===== src/rtl/jk_sched_pkg.sv =====
`default_nettype none
// +--------------------------------------------------------------------+
// | jk_sched_pkg : op encoding and FSM state type for the JK scheduler |
// | Rev 1.0                                                            |
// +--------------------------------------------------------------------+
package jk_sched_pkg;

   typedef enum logic [1:0] {
      OP_HOLD   = 2'b00,
      OP_RESET  = 2'b01,
      OP_SET    = 2'b10,
      OP_TOGGLE = 2'b11
   } jk_op_t;

   typedef logic [0:0] fsm_state_t;

   localparam fsm_state_t ST_IDLE  = 1'b0;
   localparam fsm_state_t ST_APPLY = 1'b1;

endpackage
`default_nettype wire


===== src/rtl/jk_cell.sv =====
`default_nettype none
// +--------------------------------------------------------------------+
// | jk_cell : edge-triggered JK flip-flop with async active-high reset |
// | Rev 1.0                                                            |
// +--------------------------------------------------------------------+
module jk_cell (
   input  logic clk,
   input  logic rst,
   input  logic j,
   input  logic k,
   output logic q
);

   logic r_q;

   always_ff @(posedge clk or posedge rst) begin
      if (rst) begin
         r_q <= 1'b0;
      end else begin
         case ({j, k})
            2'b01:   r_q <= 1'b0;
            2'b10:   r_q <= 1'b1;
            2'b11:   r_q <= ~r_q;
            default: r_q <= r_q;
         endcase
      end
   end

   assign q = r_q;

endmodule
`default_nettype wire


===== src/rtl/jk_bank_scheduler.sv =====
`default_nettype none
// +--------------------------------------------------------------------+
// | jk_bank_scheduler : two-requester round-robin command scheduler    |
// | driving a bank of JK cells. Rev 1.0                                |
// +--------------------------------------------------------------------+
module jk_bank_scheduler #(
   parameter int NUM_FF = 4,
   parameter int ADDR_W = 2
) (
   input  logic              clk,
   input  logic              rst,
   input  logic              req0_valid,
   input  logic [ADDR_W-1:0] req0_addr,
   input  logic [1:0]        req0_op,
   output logic              req0_ready,
   input  logic              req1_valid,
   input  logic [ADDR_W-1:0] req1_addr,
   input  logic [1:0]        req1_op,
   output logic              req1_ready,
   output logic [NUM_FF-1:0] q,
   output logic [NUM_FF-1:0] q_bar,
   output logic              busy,
   output logic              done,
   output logic              done_id,
   output logic              err
);

   import jk_sched_pkg::*;

   fsm_state_t        r_state;
   logic              r_last;
   logic [ADDR_W-1:0] r_addr;
   jk_op_t            r_op;
   logic              r_id;
   logic              r_done;
   logic              r_done_id;
   logic              r_err;

   logic              w_idle;
   logic              w_grant0;
   logic              w_grant1;
   logic              w_xfer;
   logic              w_addr_ok;
   logic              w_op_j;
   logic              w_op_k;
   logic [NUM_FF-1:0] w_j;
   logic [NUM_FF-1:0] w_k;

   // Ready is gated by rst so the handshake is dead the instant reset rises.
   assign w_idle     = (r_state == ST_IDLE) && !rst;
   assign w_grant0   = w_idle && req0_valid && (!req1_valid || r_last);
   assign w_grant1   = w_idle && req1_valid && (!req0_valid || !r_last);
   assign w_xfer     = w_grant0 || w_grant1;
   assign req0_ready = w_grant0;
   assign req1_ready = w_grant1;

   assign w_addr_ok  = (32'(r_addr) < NUM_FF);
   assign w_op_j     = (r_op == OP_SET)   || (r_op == OP_TOGGLE);
   assign w_op_k     = (r_op == OP_RESET) || (r_op == OP_TOGGLE);

   always_ff @(posedge clk or posedge rst) begin
      if (rst) begin
         r_state   <= ST_IDLE;
         r_last    <= 1'b1;
         r_addr    <= '0;
         r_op      <= OP_HOLD;
         r_id      <= 1'b0;
         r_done    <= 1'b0;
         r_done_id <= 1'b0;
         r_err     <= 1'b0;
      end else begin
         r_done <= 1'b0;
         r_err  <= 1'b0;
         case (r_state)
            ST_IDLE: begin
               if (w_xfer) begin
                  r_addr  <= w_grant1 ? req1_addr : req0_addr;
                  r_op    <= jk_op_t'(w_grant1 ? req1_op : req0_op);
                  r_id    <= w_grant1;
                  r_last  <= w_grant1;
                  r_state <= ST_APPLY;
               end
            end
            default: begin
               r_state   <= ST_IDLE;
               r_done    <= 1'b1;
               r_done_id <= r_id;
               r_err     <= !w_addr_ok;
            end
         endcase
      end
   end

   // Out-of-range addresses match no cell, so the whole bank holds.
   generate
      for (genvar i = 0; i < NUM_FF; i++) begin : g_cell
         logic w_hit;
         assign w_hit  = (r_state == ST_APPLY) && (32'(r_addr) == i);
         assign w_j[i] = w_hit && w_op_j;
         assign w_k[i] = w_hit && w_op_k;

         jk_cell u_cell (
            .clk (clk),
            .rst (rst),
            .j   (w_j[i]),
            .k   (w_k[i]),
            .q   (q[i])
         );
      end
   endgenerate

   assign q_bar   = ~q;
   assign busy    = (r_state == ST_APPLY);
   assign done    = r_done;
   assign done_id = r_done_id;
   assign err     = r_err;

endmodule
`default_nettype wire


===== config.mk =====
export PLATFORM = sky130hd
export DESIGN_NAME = jk_bank_scheduler
export DESIGN_NICKNAME = d
export VERILOG_FILES = /design/src/rtl/jk_sched_pkg.sv /design/src/rtl/jk_cell.sv /design/src/rtl/jk_bank_scheduler.sv
export SDC_FILE = /design/constraint.sdc
export NUM_CORES = 1
export LEC_CHECK = 0
export BUFFER_PORTS_ARGS = -buffer_cell sky130_fd_sc_hd__buf_2
export CORE_AREA = 2 2 42 44
export DETAILED_ROUTE_END_ITERATION = 7
export DIE_AREA = 0 0 44 46
export PLACE_DENSITY = 0.77
export SLEW_MARGIN = 0
export SYNTH_ARGS = -nofsm -noshare
export SYNTH_HDL_FRONTEND = slang
export SYNTH_SLANG_ARGS = --single-unit

===== constraint.sdc =====
create_clock -name clk -period 1.3 [get_ports clk]
set_input_delay 0.13 -clock clk [delete_from_list [all_inputs] [get_ports clk]]
set_output_delay 0.13 -clock clk [all_outputs]
set_load 0.1 [all_outputs]

Yosys cells after proc, flatten, opt, wreduce, memory -nomap -nowiden
Index checks and enable logic that the tools add are counted.
- bits of input ports: 12
- logic and storage cells: 76
- register bits: 13
- output and inout port bits: 14
- bitwise logic cells: 6
- reduce and logical (&&, ||, !) cells: 32
- muxes and demuxes: 9
- eq/ne operators: 18
- operators with widths (operator ; count):
    2-bit == test (second input constant) ; 12
    1-bit logical AND ; 17
    2-bit by 1-bit == test with 1-bit output (second input constant) ; 6
    1-bit one-hot mux with 3 select lines ; 4
    3-bit nonzero test ; 4
    1-bit logical OR ; 5
    1-bit NOT ; 5
    1-bit zero test ; 4
    2-bit two-way mux ; 2
    4-bit NOT ; 1
    1-bit two-way mux ; 3
    2-bit zero test ; 1
    2-bit AND reduction ; 1

Depth between registers and ports, before layout
Gate-level depths: netlist of run 1.
- depth in word-level cells: 7
- mapped depth: 4
- gate-level depth less buffers: 3

Hierarchy
From an unflattened synthesis of run 1, not the netlist that was laid out.
- cells, all modules: 75
- area, all modules: 656.9 µm²
- modules (own cells, without submodules) (module ; seq. area each (µm²) ; cells each ; instances ; area an instance (µm²)):
    jk_bank_scheduler ; 226.5 ; 59 ; 1 ; 506.7
    jk_cell ; 25.0 ; 4 ; 4 ; 37.5

Least setup slack after synthesis of run 1
OpenSTA, ideal clock, no wires.
- kind: reg2out
- start: register r_state, in the netlist busy
- end: output port req0_ready
- path slack: -0.686 ns
- path buffers: 0
- data arrival time: 1.856 ns
- stages on the path, launching flop included: 4
- cell sequence: dfrtp_1 -> nor2_4 -> nand3_1 -> inv_1
- word-level cells in the longest chain between the ends: 4
- ends and longest elaborated chain (element ; line ; text):
    start, declared ; jk_bank_scheduler.sv:30 ; fsm_state_t r_state;
    start signal, assigned ; jk_bank_scheduler.sv:63 ; r_state <= ST_IDLE;
    start signal, assigned ; jk_bank_scheduler.sv:81 ; r_state <= ST_APPLY;
    start signal, assigned ; jk_bank_scheduler.sv:85 ; r_state <= ST_IDLE;
    1-bit NOT (no source line) ; - ;
    1-bit logical AND ; jk_bank_scheduler.sv:50 ; assign w_idle = (r_state == ST_IDLE) && !rst;
    1-bit logical AND (2 in series) ; jk_bank_scheduler.sv:51 ; assign w_grant0 = w_idle && req0_valid && (!req1_valid || r_last);
    end, declared ; jk_bank_scheduler.sv:15 ; output logic req0_ready,
No other way between the ends.

Worst setup path in the final report of run 1
- start: register r_state, in the netlist busy
- end: output port req1_ready
- word-level cells in the longest chain between the ends: 4
- ends and longest elaborated chain (element ; line ; text):
    1-bit NOT (no source line) ; - ;
    1-bit logical AND ; jk_bank_scheduler.sv:50 ;
    1-bit logical AND (2 in series) ; jk_bank_scheduler.sv:52 ; assign w_grant1 = w_idle && req1_valid && (!req0_valid || !r_last);
    end, declared ; jk_bank_scheduler.sv:19 ; output logic req1_ready,
No other way between the ends.

==> flow_summary.yaml, run 1 <==
routing:
  ant_nets: 0
  wl_per_cell_um: 13.7
  drtIter0Drc: 11
  routed_wl_um: 1560
  via_per_inst: 5.46
  drc: 0
  route.vias.total: 623
  first_pass_iters: 4
clocking:
  cts_root_buf: "clkbuf_4"
  h-tree-depth: 1
  clk_transition_reported_paths_ns: 0.08
  numCtsBuffers: 3
  tritoncts: "yes"
  cts.sinks: 13
  clock_latency_ns: 0.28
  clockBufferDepth: 2
critical_path:
  crit_path_end_kind: "primary output"
  crit_buf_inv: 1
  path_depth: 3
  path_delay_family: "flip-flops"
  cp_slowest_stage_delay_ns: 0.50
  worstSetupPathType: "reg -> out"
  crit_end: "req1_ready"
  worstPathMaxFanout: 4
  critical_path_required_ns: 1.17
  rrSetupSlack_ns: 0
  cp_slowest_cell: "dfrtp_4"
  r2r-start: "r_last"
  startpoint: "busy"
  crit_path_start_kind: "flop"
  reg2reg_to: "r_id"
  reg2reg_depth: 4
  worstPathArrival_ns: 1.35
  path_cells: "nor2_4, and3_4, buf_12"
timing:
  whs_ns: 0.121
  fin_crit_sh_pct: 114
  drv_slew: 0
  fin_crit_ns: 1.48
  setup_slack_ns: -0.182
  finalClockSkew_ns: 0.00828
  rsz0062_at_grt: "yes"
  max_freq_mhz: 675
  maxSlewHeadroom_pct: 63.5
  worstMarginPinSlew_ns: 0.545
  final_hold_viol_count: 0
  setup_violations: 3
final_layout:
  diodes: 0
  stdcell_area_sq_um: 1020
  drive_gt1_share_pct: 48.5
  area_growth_pct: 49.4
  fillers: 135
  fin_nets: 110
  fin_cells: 114
  final_util_pct: 63.0
  seq_area_sq_um: 330
  multi_input_area_sq_um: 302
floorplan:
  io_pins: 26
  start_util_pct: 42.2
  die_area_sq_um: 2020
  die_h_um: 46
  die_w_um: 44
  rows: 15
  design.core.area_sq_um: 1610
global_routing:
  grt_pass1_vias: 609
  globalRouteOverflowTotal: 0
  grtUsageTotal_pct: 18.5
  grt_max_degree: 14
  grt_pass1_wl_um: 2680
  antenna_found_initial: 0
flow_run:
  drv_cap: 0
logic_synthesis:
  synth_top_area_share_pct: 44.1
  netlist_area_sq_um: 681
  synthCells: 67
  async_flop_share_pct: 100
  synthTopCellsByCount: "12 x dfrtp_1, 6 x inv_1, 6 x nand4_1, 5 x buf_4"
  synthesis.nets: 79
  ys.flop_type: "dfrtp_1"
  synth_edf_count: 0
  yosys_warnings: 0
  syn_avg_cell_area_sq_um: 10.2
  ys_seq_area_share_pct: 48.0
  synth_most_common_cell: "dfrtp_1"
  ys_top_cells_by_area: "dfrtp_1 44%, buf_4 5.5%, nand4_1 5.5%"
  ys_ff_latch: 13
  synth_top_area_cell: "dfrtp_1"
  synth_cell_types: 23
placed_design:
  port_buffers: 24
  dp.cells: 102
  placed_area_sq_um: 887
  place.gp.congestion: 0.707
status:
  outcome: "complete, but fails checks"
  violations: "negative setup slack"
worst_hold_path:
  hold_class: "in -> reg"
placed cells by master (no fill, tap or decap), types with 3 or more instances in the layout:
cell	n
buf_2	17
dfrtp_1	11
buf_12	7
nand4_1	6
inv_1	5
buf_4	5
nand3b_1	4
o211ai_1	4
nor2_1	3
a41oi_1	3
o21ai_1	3
clkbuf_4	3
repair_timing:
action / CTS / global route
hold buffers: 1 / 0
resized for setup: 2 / 6
gates cloned: 0 / 0
pin swaps: 2 / 1
hold endpoints to repair: 12 / 0
setup buffers: 5 / 2
endpoints found under the setup margin: 2 / 9
metrics by stage:
stage	setup TNS, ns	worst slack [ns]
floorplan	-1.02	-0.156
global placement	0	0.0553
detailed placement	0	0.0283
CTS	-0.389	-0.167
global route	-0.764	-0.217
finish	-0.358	-0.182
how the worst min path moves through the flow:
stage                       from        end  cells past startpoint
floorplan                    rst       done                      1
global placement             rst       busy                      2
detailed placement           rst       busy                      2
CTS                 req1_addr[0]  r_addr[0]                      3
global route          req1_op[0]    r_op[0]                      3
finish              req1_addr[0]  r_addr[0]                      3
final cells by class:
| type | count | share of cell area [%] |
|---|---|---|
| Inverter | 6 | 2.58 |
| Timing Repair Buffer | 33 | 30.5 |
| Sequential cell | 13 | 32.5 |
| Clock inverter | 1 | 0.492 |
| Multi-Input combinational cell | 41 | 29.6 |
| Clock buffer | 3 | 2.21 |
| Tap cell | 17 | 2.09 |
state kept, by name, indices dropped and copies added (netlist names):
signal           flops
busy                 1
done                 1
done_id              1
g_cell.u_cell.q      4
r_addr               2
r_id                 1
r_last               1
r_op                 2
cells by family after synthesis:
group | count (synthesis) | synth area share [%]
AND/OR/NAND/NOR | 22 | 20.8
multiplexers | 1 | 1.65
AO/OA/AOI/OAI | 17 | 16.9
flip-flops | 13 | 48.0
other | 1 | 0.551
buffers and inverters | 13 | 12.1
routing by layer:
layer / GRT usage [%] / wire length [um]
met4: 7.27 / 39
met5: 0 / 0
met3: 6.75 / 127
met2: 31.8 / 781
met1: 20.8 / 611
tightest hold or removal path, cell delays in order:
cell      delay [ns]
buf_2           0.08
nand4_1         0.08
o211ai_1        0.08
Power of run 1 is left out: the tool's default activity adds up to more than one toggle a clock period on the data nets, which glitch-free logic cannot reach.
==> run 2, diff against run 1 <==
ABC_AREA = 1   (was not set)
PLACE_DENSITY = 0.78   (was 0.77)
==> run 2 against run 1 <==
Compared with the run above: the flow still finishes with violations (negative setup slack); wire length is 1.5% higher; hold slack better by 0.049 ns; design area is 4.7% higher; synthesized cell count is 28% higher; clock skew is 0.0046 ns lower; setup slack better by 0.055 ns; flip-flop and latch count stayed put; utilization is 2.9 points higher; area after synthesis is 2.2% higher.
==> flow_summary.yaml, run 2 <==
status:
  outcome: "complete, but fails checks"
  violations: "negative setup slack"
final_layout:
  fin_cells: 137
  seq_area_sq_um: 330
  fillers: 134
  multi_input_area_sq_um: 263
  largest_register_ffs: 4
  mostFrequentLayoutCells: "17 x inv_1, 17 x buf_2, 12 x nand3_1, 12 x nand2_1, 11 x dfrtp_1"
  area_growth_pct: 53.1
  drive_gt1_share_pct: 40.8
  diodes: 0
  fin_nets: 133
routing:
  route.vias.total: 681
  via_per_inst: 4.97
  ant_nets: 0
  wl_per_cell_um: 11.5
  routed_wl_um: 1580
  drc: 0
  drtIter0Drc: 19
  first_pass_iters: 4
worst_hold_path:
  hold_class: "in -> reg"
  holdPathStages: 5
clocking:
  cts_root_buf: "clkbuf_4"
  clk_transition_reported_paths_ns: 0.07
  tritoncts: "yes"
  h-tree-depth: 1
  clockBufferDepth: 2
  numCtsBuffers: 3
  clock_latency_ns: 0.27
  cts.sinks: 13
critical_path:
  crit_path_start_kind: "flop"
  critical_path_required_ns: 1.17
  startpoint: "busy"
  reg2reg_to: "r_op[1]"
  crit_end: "req1_ready"
  worstPathArrival_ns: 1.30
  reg2reg_depth: 7
  worstPathMaxFanout: 3
  crit_path_end_kind: "primary output"
  rrSetupSlack_ns: -0.07
  worstSetupPathType: "reg -> out"
  r2r-start: "busy"
placed_design:
  port_buffers: 24
  dp.cells: 124
  hpwl_um: 1110
  place.gp.congestion: 0.778
  pre_cts_ws_ns: 0.0535
timing:
  final_hold_viol_count: 0
  rsz0062_at_grt: "yes"
  fin_crit_ns: 1.43
  fin_crit_sh_pct: 110
  drv_slew: 0
  setup_slack_ns: -0.127
  finalClockSkew_ns: 0.00367
  max_freq_mhz: 701
  setup_violations: 6
floorplan:
  design.core.area_sq_um: 1610
  die_area_sq_um: 2020
  io_pins: 26
  rows: 15
  die_w_um: 44
  start_util_pct: 43.1
  die_h_um: 46
logic_synthesis:
  synthesis.nets: 98
  synth_edf_count: 0
  synth_cell_types: 18
  synthTopCellsByCount: "18 x inv_1, 14 x nand2_1, 12 x dfrtp_1, 12 x nand3_1, 9 x o21ai_1"
  synth_top_area_share_pct: 43.2
  ys_top_cells_by_area: "dfrtp_1 43%, inv_1 9.7%, nand3_1 8.6%"
  synth_most_common_cell: "inv_1"
  synthCells: 86
  ys_seq_area_share_pct: 46.9
  ys_ff_latch: 13
  async_flop_share_pct: 100
  ys.flop_type: "dfrtp_1"
  netlist_area_sq_um: 696
  yosys_warnings: 0
  syn_avg_cell_area_sq_um: 8.09
  synth_top_area_cell: "dfrtp_1"
global_routing:
  grt_max_degree: 14
  grt_pass1_vias: 623
  grtUsageTotal_pct: 16.8
  grt_pass1_wl_um: 2390
  globalRouteOverflowTotal: 0
  antenna_found_initial: 0
flow_run:
  drv_cap: 0
[run 2: changes by cell type in the layout (fill, tap and decap cells not counted), sizes merged, moves of 3 or more]
cell / before / now
inv: 5 / 20
nand2: 2 / 15
nand3b: 4 / 0
a31oi: 3 / 0
buf: 32 / 35
o211ai: 4 / 0
o21ai: 5 / 10
a41oi: 3 / 0
nand3: 1 / 14
[run 2: cell families after synthesis]
group                  synth area share [%]
AND/OR/NAND/NOR                        26.8
flip-flops                             46.9
buffers and inverters                  17.8
other                                 0.539
AO/OA/AOI/OAI                          7.91
[run 2: final cells by class]
class | count | share of cell area, %
timing repair buffer | 36 | 30.9
clock buffer | 4 | 2.47
inverter | 20 | 8.93
tap | 17 | 2.00
multi-input combinational | 47 | 24.7
sequential | 13 | 31.0
[run 2: worst max-delay path, stage by stage (launching register included)]
cell and delay [ns]:
dfrtp_4 0.49, nor2_4 0.16, nand3_4 0.15, inv_12 0.07, buf_12 0.16
[run 2: worst min-delay path by stage]
stage	startpoint	end	slack [ns]
finish	req0_addr[0]	r_addr[0]	0.17
global route	req0_op[0]	r_op[0]	0.19
CTS	req0_addr[0]	r_addr[0]	0.16
detailed placement	rst	r_id	0.20
global placement	rst	r_id	0.20
floorplan	rst	done	0.006
[run 2: timing repair]
item | 4_1_cts | 5_1_grt
setup endpoints to repair | 2 | 6
cloned | 0 | 0
resized for setup | 2 | 5
hold buffers | 1 | 0
pin swaps | 2 | 2
setup buffers | 4 | 4
endpoints found under the hold margin | 12 | 0
[run 2: per-layer routing]
layer | vias to the layer above | wire (um) | track usage, %
met4 | 0 | 5 | 10.9
met2 | 35 | 853 | 30.9
li1 | 336 | - | -
met1 | 308 | 612 | 17.1
met3 | 2 | 111 | 3.57
met5 | - | 0 | 0
[run 2: metrics by stage]
| stage | hold slack, ns | util, % | setup TNS (ns) | area, sq um |
|---|---|---|---|---|
| CTS | 0.161 | 62.9 | -0.421 | 1020 |
| global placement | 0.197 | 58.7 | 0 | 947 |
| finish | 0.170 | 66.0 | -0.513 | 1060 |
| detailed placement | 0.202 | 58.7 | 0 | 947 |
| floorplan | 0.00626 | - | -0.435 | 731 |
| global route | 0.190 | 66.0 | -0.864 | 1060 |
Power of run 2 is left out for the same reason.
